`src/rtl/if_id_queue.sv`:
```
// Fetch-to-decode instruction queue: buffers {pc, instr} pairs with valid/ready on both sides.
// Optional IFID_BUBBLE_NOP_EN presents pc=0 / addi x0,x0,0 on the outputs whenever the queue is empty.
module if_id_queue #(
    parameter int WIDTH = 32,
    parameter int ILEN  = 32,
    parameter int DEPTH = 2
) (
    input  logic                       clk,
    input  logic                       reset,
    input  logic                       flush,
    input  logic                       in_valid,
    input  logic [WIDTH-1:0]           in_pc,
    input  logic [ILEN-1:0]            in_instr,
    output logic                       in_ready,
    output logic                       fetch_halt,
    output logic                       out_valid,
    output logic [WIDTH-1:0]           out_pc,
    output logic [ILEN-1:0]            out_instr,
    input  logic                       out_ready,
    output logic [$clog2(DEPTH):0]     level
);
    localparam int AW = $clog2(DEPTH);
    localparam logic [AW:0] FULL_COUNT = (AW+1)'(DEPTH);
    localparam logic [AW:0] ONE_COUNT  = (AW+1)'(1);
    localparam logic [AW-1:0] ONE_PTR  = AW'(1);

    logic [WIDTH-1:0] pc_mem    [DEPTH];
    logic [ILEN-1:0]  instr_mem [DEPTH];
    logic [AW-1:0]    rd_ptr_reg;
    logic [AW-1:0]    wr_ptr_reg;
    logic [AW:0]      count_reg;
    logic [AW:0]      count_next;
    logic             push;
    logic             pop;

    // Status comes only from registered count, so no combinational path from in_valid/out_ready.
    assign in_ready   = (count_reg != FULL_COUNT);
    assign fetch_halt = ~in_ready;
    assign out_valid  = (count_reg != '0);
    assign level      = count_reg;

    assign push = in_valid & in_ready & ~flush;
    assign pop  = out_valid & out_ready & ~flush;

    always_comb begin
        count_next = count_reg;
        if (push && !pop) begin
            count_next = count_reg + ONE_COUNT;
        end else if (pop && !push) begin
            count_next = count_reg - ONE_COUNT;
        end
    end

    always_ff @(posedge clk) begin
        if (reset || flush) begin
            count_reg  <= '0;
            rd_ptr_reg <= '0;
            wr_ptr_reg <= '0;
        end else begin
            count_reg <= count_next;
            if (push) begin
                wr_ptr_reg <= wr_ptr_reg + ONE_PTR;
            end
            if (pop) begin
                rd_ptr_reg <= rd_ptr_reg + ONE_PTR;
            end
        end
    end

    // Storage is cleared on reset so the head reads as zero straight out of reset.
    always_ff @(posedge clk) begin
        if (reset) begin
            for (int i = 0; i < DEPTH; i++) begin
                pc_mem[i]    <= '0;
                instr_mem[i] <= '0;
            end
        end else if (push) begin
            pc_mem[wr_ptr_reg]    <= in_pc;
            instr_mem[wr_ptr_reg] <= in_instr;
        end
    end

`ifdef IFID_BUBBLE_NOP_EN
    localparam logic [ILEN-1:0] NOP_INSTR = ILEN'(32'h0000_0013);

    assign out_pc    = out_valid ? pc_mem[rd_ptr_reg]    : '0;
    assign out_instr = out_valid ? instr_mem[rd_ptr_reg] : NOP_INSTR;
`else
    assign out_pc    = pc_mem[rd_ptr_reg];
    assign out_instr = instr_mem[rd_ptr_reg];
`endif

endmodule

```
`config.mk`:
```
export PLATFORM = sky130hd
export DESIGN_NAME = if_id_queue
export DESIGN_NICKNAME = d
export VERILOG_FILES = /design/src/rtl/if_id_queue.sv
export SDC_FILE = /design/constraint.sdc
export NUM_CORES = 1
export LEC_CHECK = 0
export CORE_MARGIN = 4
export CORE_UTILIZATION = 25
export CTS_CLUSTER_SIZE = 24
export DETAILED_ROUTE_END_ITERATION = 8
export SYNTH_ARGS = -nofsm -noshare
export SYNTH_HDL_FRONTEND = slang
export SYNTH_SLANG_ARGS = --single-unit
```
`constraint.sdc`:
```
create_clock -name clk -period 21.1 [get_ports clk]
set_input_delay 5.275 -clock clk [delete_from_list [all_inputs] [get_ports clk]]
set_output_delay 5.275 -clock clk [all_outputs]
set_load 0.05 [all_outputs]
```
== Word level (Yosys, flattened, before mapping) ==
Memory sizes are Yosys's and may differ from the RTL's. A register that Yosys moved wholly into a read port is not among the register bits.
Index checks and enable logic that the tools add are counted.
Widths: inputs -> output; s select.
Word-level totals
  word-level logic and storage cells: 42
  RAM bits: 128
  memories kept: 2
  register bits: 4
Memory list
  instr_mem: depth 2, bits a word 32, read ports 1, clocked after Yosys merged registers in 1, write ports 2, RTL line 28  | logic [ILEN-1:0] instr_mem [DEPTH];
  pc_mem: depth 2, bits a word 32, read ports 1, clocked after Yosys merged registers in 1, write ports 2, RTL line 27  | logic [WIDTH-1:0] pc_mem [DEPTH];
Cells by class
  eq/ne operators: 1
  add/subtract/negate cells: 4
  reduce and logical (&&, ||, !) cells: 9
  bitwise logic cells: 6
  multiplexer cells: 17
Operator list (count)
  $mux 32: 2
  $reduce_or 32->1: 2
  $mux 1: 13
  $and 1x1->1: 4
  $mux 2: 2
  $reduce_bool 2->1: 2
  $add 1x1->1 const B: 2
  $add 2x1->2 const B: 1
  $logic_and 1x1->1: 2
  $logic_not 1->1: 2
  $ne 2x2->1 const B: 1
  $not 1->1: 2
  $sub 2x1->2 const B: 1
  $logic_or 1x1->1: 1

== Depth between registers and ports, before layout ==
Gate-level depths: netlist (run 1).
  word-level depth: 8
  depth in mapped cells: 7
  depth with buffers taken out: 7

== Worst setup path before layout (run 1) ==
Ideal clock, no wire load.
  path type: input-to-reg
  start point: in in_valid
  end point: mem instr_mem[0][0], enable pin
  path buffers: 0
  cell stages on the path: 2
  slack: 10.446 ns
  arrival: 10.073 ns
  setup time: 0.582 ns
  cell sequence: nand2_1 > o31ai_1
RTL lines
  from (decl): RTL line 11  | input logic in_valid,
  to (decl): RTL line 28

==> results of run 1 <==
## routing by layer
metal  part of all wire [%]  track usage (%)  wire length [µm]
met1                     42             11.9              5390
met5                      0                0                 0
met3                    4.7             3.41               604
met2                     52             17.6              6590
met4                    1.3             3.32               167
## kinds of logic after synthesis
family	after synthesis	synth area share, %
simple gates	142	16.3
flops	133	67.9
mux	64	12.4
buf+inv	25	2.11
compound gates	6	0.560
xor+xnor	3	0.453
fa+ha+maj	1	0.215
## metrics by stage
stage,setup slack (ps),power [mW],std cells
3_3_place_gp,13500,0.409,808
2_1_floorplan,10450,0.371,374
4_1_cts,13210,0.679,839
6_report,13260,0.668,839
5_1_grt,13160,0.696,839
3_5_place_dp,13460,0.410,808
## cell type report
| cell class | count | area, µm² | share of cell area [%] |
|---|---|---|---|
| Timing Repair Buffer | 142 | 1410 | 17.5 |
| Clock inverter | 10 | 85.1 | 1.06 |
| Inverter | 4 | 17.5 | 0.218 |
| Multi-Input combinational cell | 216 | 1760 | 21.8 |
| Clock buffer | 21 | 440 | 5.47 |
| Sequential cell | 133 | 3950 | 49.1 |
| Tap cell | 313 | 392 | 4.87 |
## cells in the final DEF, fill, tap and decap left out, drive strengths merged
cell             n
clkdlybuf4s50  137
edfxtp         128
and2           128
mux2            64
clkbuf          21
clkinv           7
buf              5
dfxtp            5
nor2             4
inv              4
or2              4
o21ai            3
xor2             3
nor4             2
a21oi            2
clkinvlp         2
or3              2
nand2b           1
nand2            1
o31ai            1
ha               1
bufinv           1
## power by group
part           switching [mW]  total, mW  internal (mW)
clock                   0.105      0.265          0.160
combinational          0.0565     0.0950         0.0385
sequential            0.00460      0.309          0.304
## worst register-to-register path, delay by kind of cell (launching register included)
family                 cells  cell delay, ps
and+or+nand+nor            3            1220
buffers and inverters      1              50
DFF                        1             440
## worst max path at each step
stage | end | slack [ps] | cells past startpoint
after floorplan | instr_mem[0][0] | 10450 | 2
after global placement | pc_mem[1][6] | 13500 | 4
after detailed placement | pc_mem[1][1] | 13460 | 4
after CTS | out_pc[30] | 13210 | 2
after global routing | out_pc[30] | 13160 | 2
final | out_instr[11] | 13260 | 2
==> results_dict.tcl, run 1 <==
set metrics [dict create \
    die_x_um 160 \
    maxCapViolations 0 \
    cts_tree "yes" \
    antenna_found_initial 0 \
    path_clk_slew_ps 60 \
    crit_family "flip-flops" \
    ys_ff_latch 133 \
    setup_viol 0 \
    drive_gt1_share_pct 24.9 \
    final_nets 584 \
    synth_cells 374 \
    cts_resized 0 \
    reg2regPathDepth 4 \
    ys_seq_area_share_pct 67.9 \
    finalWirelength_um 12800 \
    synth_most_common_cell "edfxtp_1" \
    routed_via_density 4.02 \
    drc 0 \
    placeableCoreArea_mm2 0.0228 \
    synth_top_cells_by_count "edfxtp_1, and2_1, mux2_2" \
    postLayoutCoreUtil_pct 35.3 \
    insertion_delay_ps 400 \
    die-area_mm2 0.0257 \
    tightest_slew_ps 956 \
    cts_root_buf "clkbuf_16" \
    start_kind "register" \
    fin_area_mm2 0.00805 \
    cts_setup_buffers 0 \
    drtAntennaViolNets 0 \
    synth_top_cell_by_area "edfxtp_1" \
    fill_cells 2184 \
    slowest_delay_ps 880 \
    synth_top_area_share_pct 66.2 \
    hold_path_depth 2 \
    row_count 55 \
    grt_pass1_vias 3866 \
    synth_area_mm2 0.00581 \
    dr.pass1.iters 4 \
    grt_overflow 0 \
    gp_congestion 0.716 \
    async_flop_share_pct 0 \
    slew_headroom_pct 36.3 \
    cts_num_sinks 133 \
    rsz0062_at_grt "false" \
    synthTopCellsByArea "edfxtp_1, mux2_2, and2_1, and2_2, dfxtp_1" \
    timing.final.crit_share_pct 37.2 \
    setup-tns-final_ps 0 \
    yosys_warnings 0 \
    r2r-end "pc_mem[1][30]" \
    min_path_type "register to register" \
    dp_hpwl_um 7930 \
    holdWs_ps 515 \
    ios 138 \
    synth.distinct_cells 24 \
    grt_usage_pct 10.1 \
    cpMaxStageDelayCell "dfxtp_4" \
    skew_ps 9.21 \
    vdd_drop_max_uv 41.0 \
    diodes 0 \
    worstSetupEndpointType "output pin" \
    r2r-start "level[0]" \
    synth_nets 444 \
    fp.dieH_um 160 \
    path_buf_inv 1 \
    clockBufferDepth 2 \
    rrSetupSlack_ps 18960 \
    port_buffers 137 \
    start_util_pct 25.5 \
    placed_cell_area_mm2 0.00752 \
    worst_ep_arrival_time_ps 2570 \
    drtIter0Drc 106 \
    crit_type "register to output pin" \
    syn_avg_cell_area_um2 15.5 \
    synth-edff-count 128 \
    report.final.hold_viol_count 0 \
    vias 3376 \
    worst_ep_required_time_ps 15830 \
    power.density_mw_per_mm2 83.1 \
    hold_path_startpoint "rd_ptr_reg" \
    synthFlopType "edfxtp_1" \
    cts_buffers 17 \
    cts_hold_buf 0 \
    outcome "complete, no violations" \
    path_cells "mux2_2, clkdlybuf4s50_1" \
    cp_max_fo 64 \
    layout_min_cycle_time_ps 7840 \
    grt_pass1_wl_um 20400 \
    wire_per_inst_um 15.2 \
    htree_levels 4 \
    areaGrowthSynthToFinish_pct 38.6 \
    max_freq_ghz 0.128 \
    grt_max_degree 65 \
    p_leak_nw 2.94 \
    slew_violations 0 \
]
No activity file was read; power rests on OpenSTA's default activity.
==> inputs of run 2 (changes only) <==
==> constraint.sdc (replaced) <==
create_clock -name clk -period 8.2 [get_ports clk]
set_input_delay 2.05 -clock clk [delete_from_list [all_inputs] [get_ports clk]]
set_output_delay 2.05 -clock clk [all_outputs]
set_load 0.05 [all_outputs]
==> run 2 against run 1 <==
Critical path depth unchanged; sequential power increased to 2.6 times the previous value; flip-flop and latch count unchanged; register-to-register slack worse by 13000 ps; worst setup slack worse by 9700 ps; final area grew 1.1%; wire length rose by 0.63%; critical path type unchanged; largest power group unchanged.
==> results_dict.tcl, run 2 (synthesis results as in run 1) <==
set metrics [dict create \
    setup_viol 0 \
    min_path_type "register to register" \
    placedCellCount 808 \
    timing.final.crit_share_pct 56.4 \
    final_cell_mix "clkdlybuf4s50_1, edfxtp_1, and2_1" \
    power.share.clock_pct 43.2 \
    power.density_mw_per_mm2 225 \
    final_nets 584 \
    setup-tns-final_ps 0 \
    drive_gt1_share_pct 25.2 \
    slew_headroom_pct 33.2 \
    vdd_drop_max_uv 104 \
    row_count 55 \
    drc 0 \
    diodes 0 \
    switchingPower_uw 441 \
    cts_buffers 17 \
    max_freq_ghz 0.216 \
    die-area_mm2 0.0257 \
    p_comb_share_pct 13.4 \
    holdWs_ps 516 \
    final_common_cell "clkdlybuf4s50_1" \
    htree_levels 4 \
    placed_cell_area_mm2 0.00752 \
    cts_resized 0 \
    p_int_mw 1.39 \
    tightest_slew_ps 1000 \
    grt_pass1_wl_um 20600 \
    outcome "complete, no violations" \
    drtIter0Drc 174 \
    placeableCoreArea_mm2 0.0228 \
    cts_num_sinks 133 \
    rsz0062_at_grt "false" \
    fp.dieH_um 160 \
    cts_tree "yes" \
    wire_per_inst_um 15.3 \
    fin_area_mm2 0.00814 \
    grt_usage_pct 10.2 \
    report.final.hold_viol_count 0 \
    final_cells 840 \
    worst_ep_required_time_ps 6150 \
    path_cells "mux2_2, clkdlybuf4s50_1" \
    die_x_um 160 \
    vias 3361 \
    dp_hpwl_um 7950 \
    drtAntennaViolNets 0 \
    setup_ws_ps 3570 \
    clockBufferDepth 2 \
    gp_congestion 0.716 \
    path_clk_slew_ps 60 \
    slowest_delay_ps 880 \
    areaGrowthSynthToFinish_pct 40.1 \
    finalWirelength_um 12800 \
    cts_hold_buf 0 \
    cpMaxStageDelayCell "dfxtp_4" \
    maxCapViolations 0 \
    start_kind "register" \
    layout_min_cycle_time_ps 4630 \
    dp_slack_ps 3780 \
    antenna_found_initial 0 \
    dr.pass1.iters 4 \
    start_util_pct 25.5 \
    port_buffers 137 \
    grt_max_degree 65 \
    slew_violations 0 \
    seq_power_share_pct 43.4 \
    postLayoutCoreUtil_pct 35.7 \
    worstSetupEndpointType "output pin" \
    crit_type "register to output pin" \
    worst_ep_arrival_time_ps 2580 \
    cts_setup_buffers 0 \
    p_leak_nw 2.97 \
    sw_frac_of_total_pct 24.1 \
    skew_ps 6.91 \
    grt_overflow 0 \
    grt_pass1_vias 3879 \
    p_total_mw 1.83 \
    ios 138 \
    cp_max_fo 64 \
    cts_root_buf "clkbuf_16" \
    routed_via_density 4.00 \
    insertion_delay_ps 400 \
]
-- run 2: cell count changes in the layout (fill, tap and decap cells not counted), sizes merged --
| cell | before | now |
|---|---|---|
| bufinv | 1 | 4 |
| clkbuf | 21 | 18 |
| clkinv | 7 | 8 |
-- run 2: layer usage --
metal	wire, µm	global-route usage (%)	vias up
met5	0	0	-
met4	150	2.97	0
met3	585	3.26	8
met2	6610	17.8	76
met1	5490	12.0	1664
li1	-	-	1613
-- run 2: layout make-up --
cell class / count / area [µm²]
fill: 2202 / 14600
sequential: 133 / 3950
multi-input combinational: 216 / 1760
timing repair buffer: 142 / 1410
clock buffer: 18 / 429
tap: 313 / 392
clock inverter: 14 / 185
inverter: 4 / 17.5
-- run 2: path summary, 6_finish.rpt --
path	cells after the start	startpoint	end	slack [ps]
max reg2reg	4	level[0]	pc_mem[1][24]	6010
max	2	register	out_instr[10]	3570
min	2	rd_ptr_reg	register	520
min reg2reg	2	rd_ptr_reg	register	520
-- run 2: worst max-delay path: cells and delay by family, from the launching register on --
kind     cells  cell delay [ps]
mux          1              430
flops        1              880
buf+inv      1              710
-- run 2: power groups by stage --
stage	combinational (mW)	sequential [mW]	clock [mW]
6_report	0.245	0.794	0.790
5_1_grt	0.257	0.798	0.844
2_1_floorplan	0.147	0.807	0
3_3_place_gp	0.246	0.806	0
4_1_cts	0.249	0.795	0.814
3_5_place_dp	0.247	0.809	0
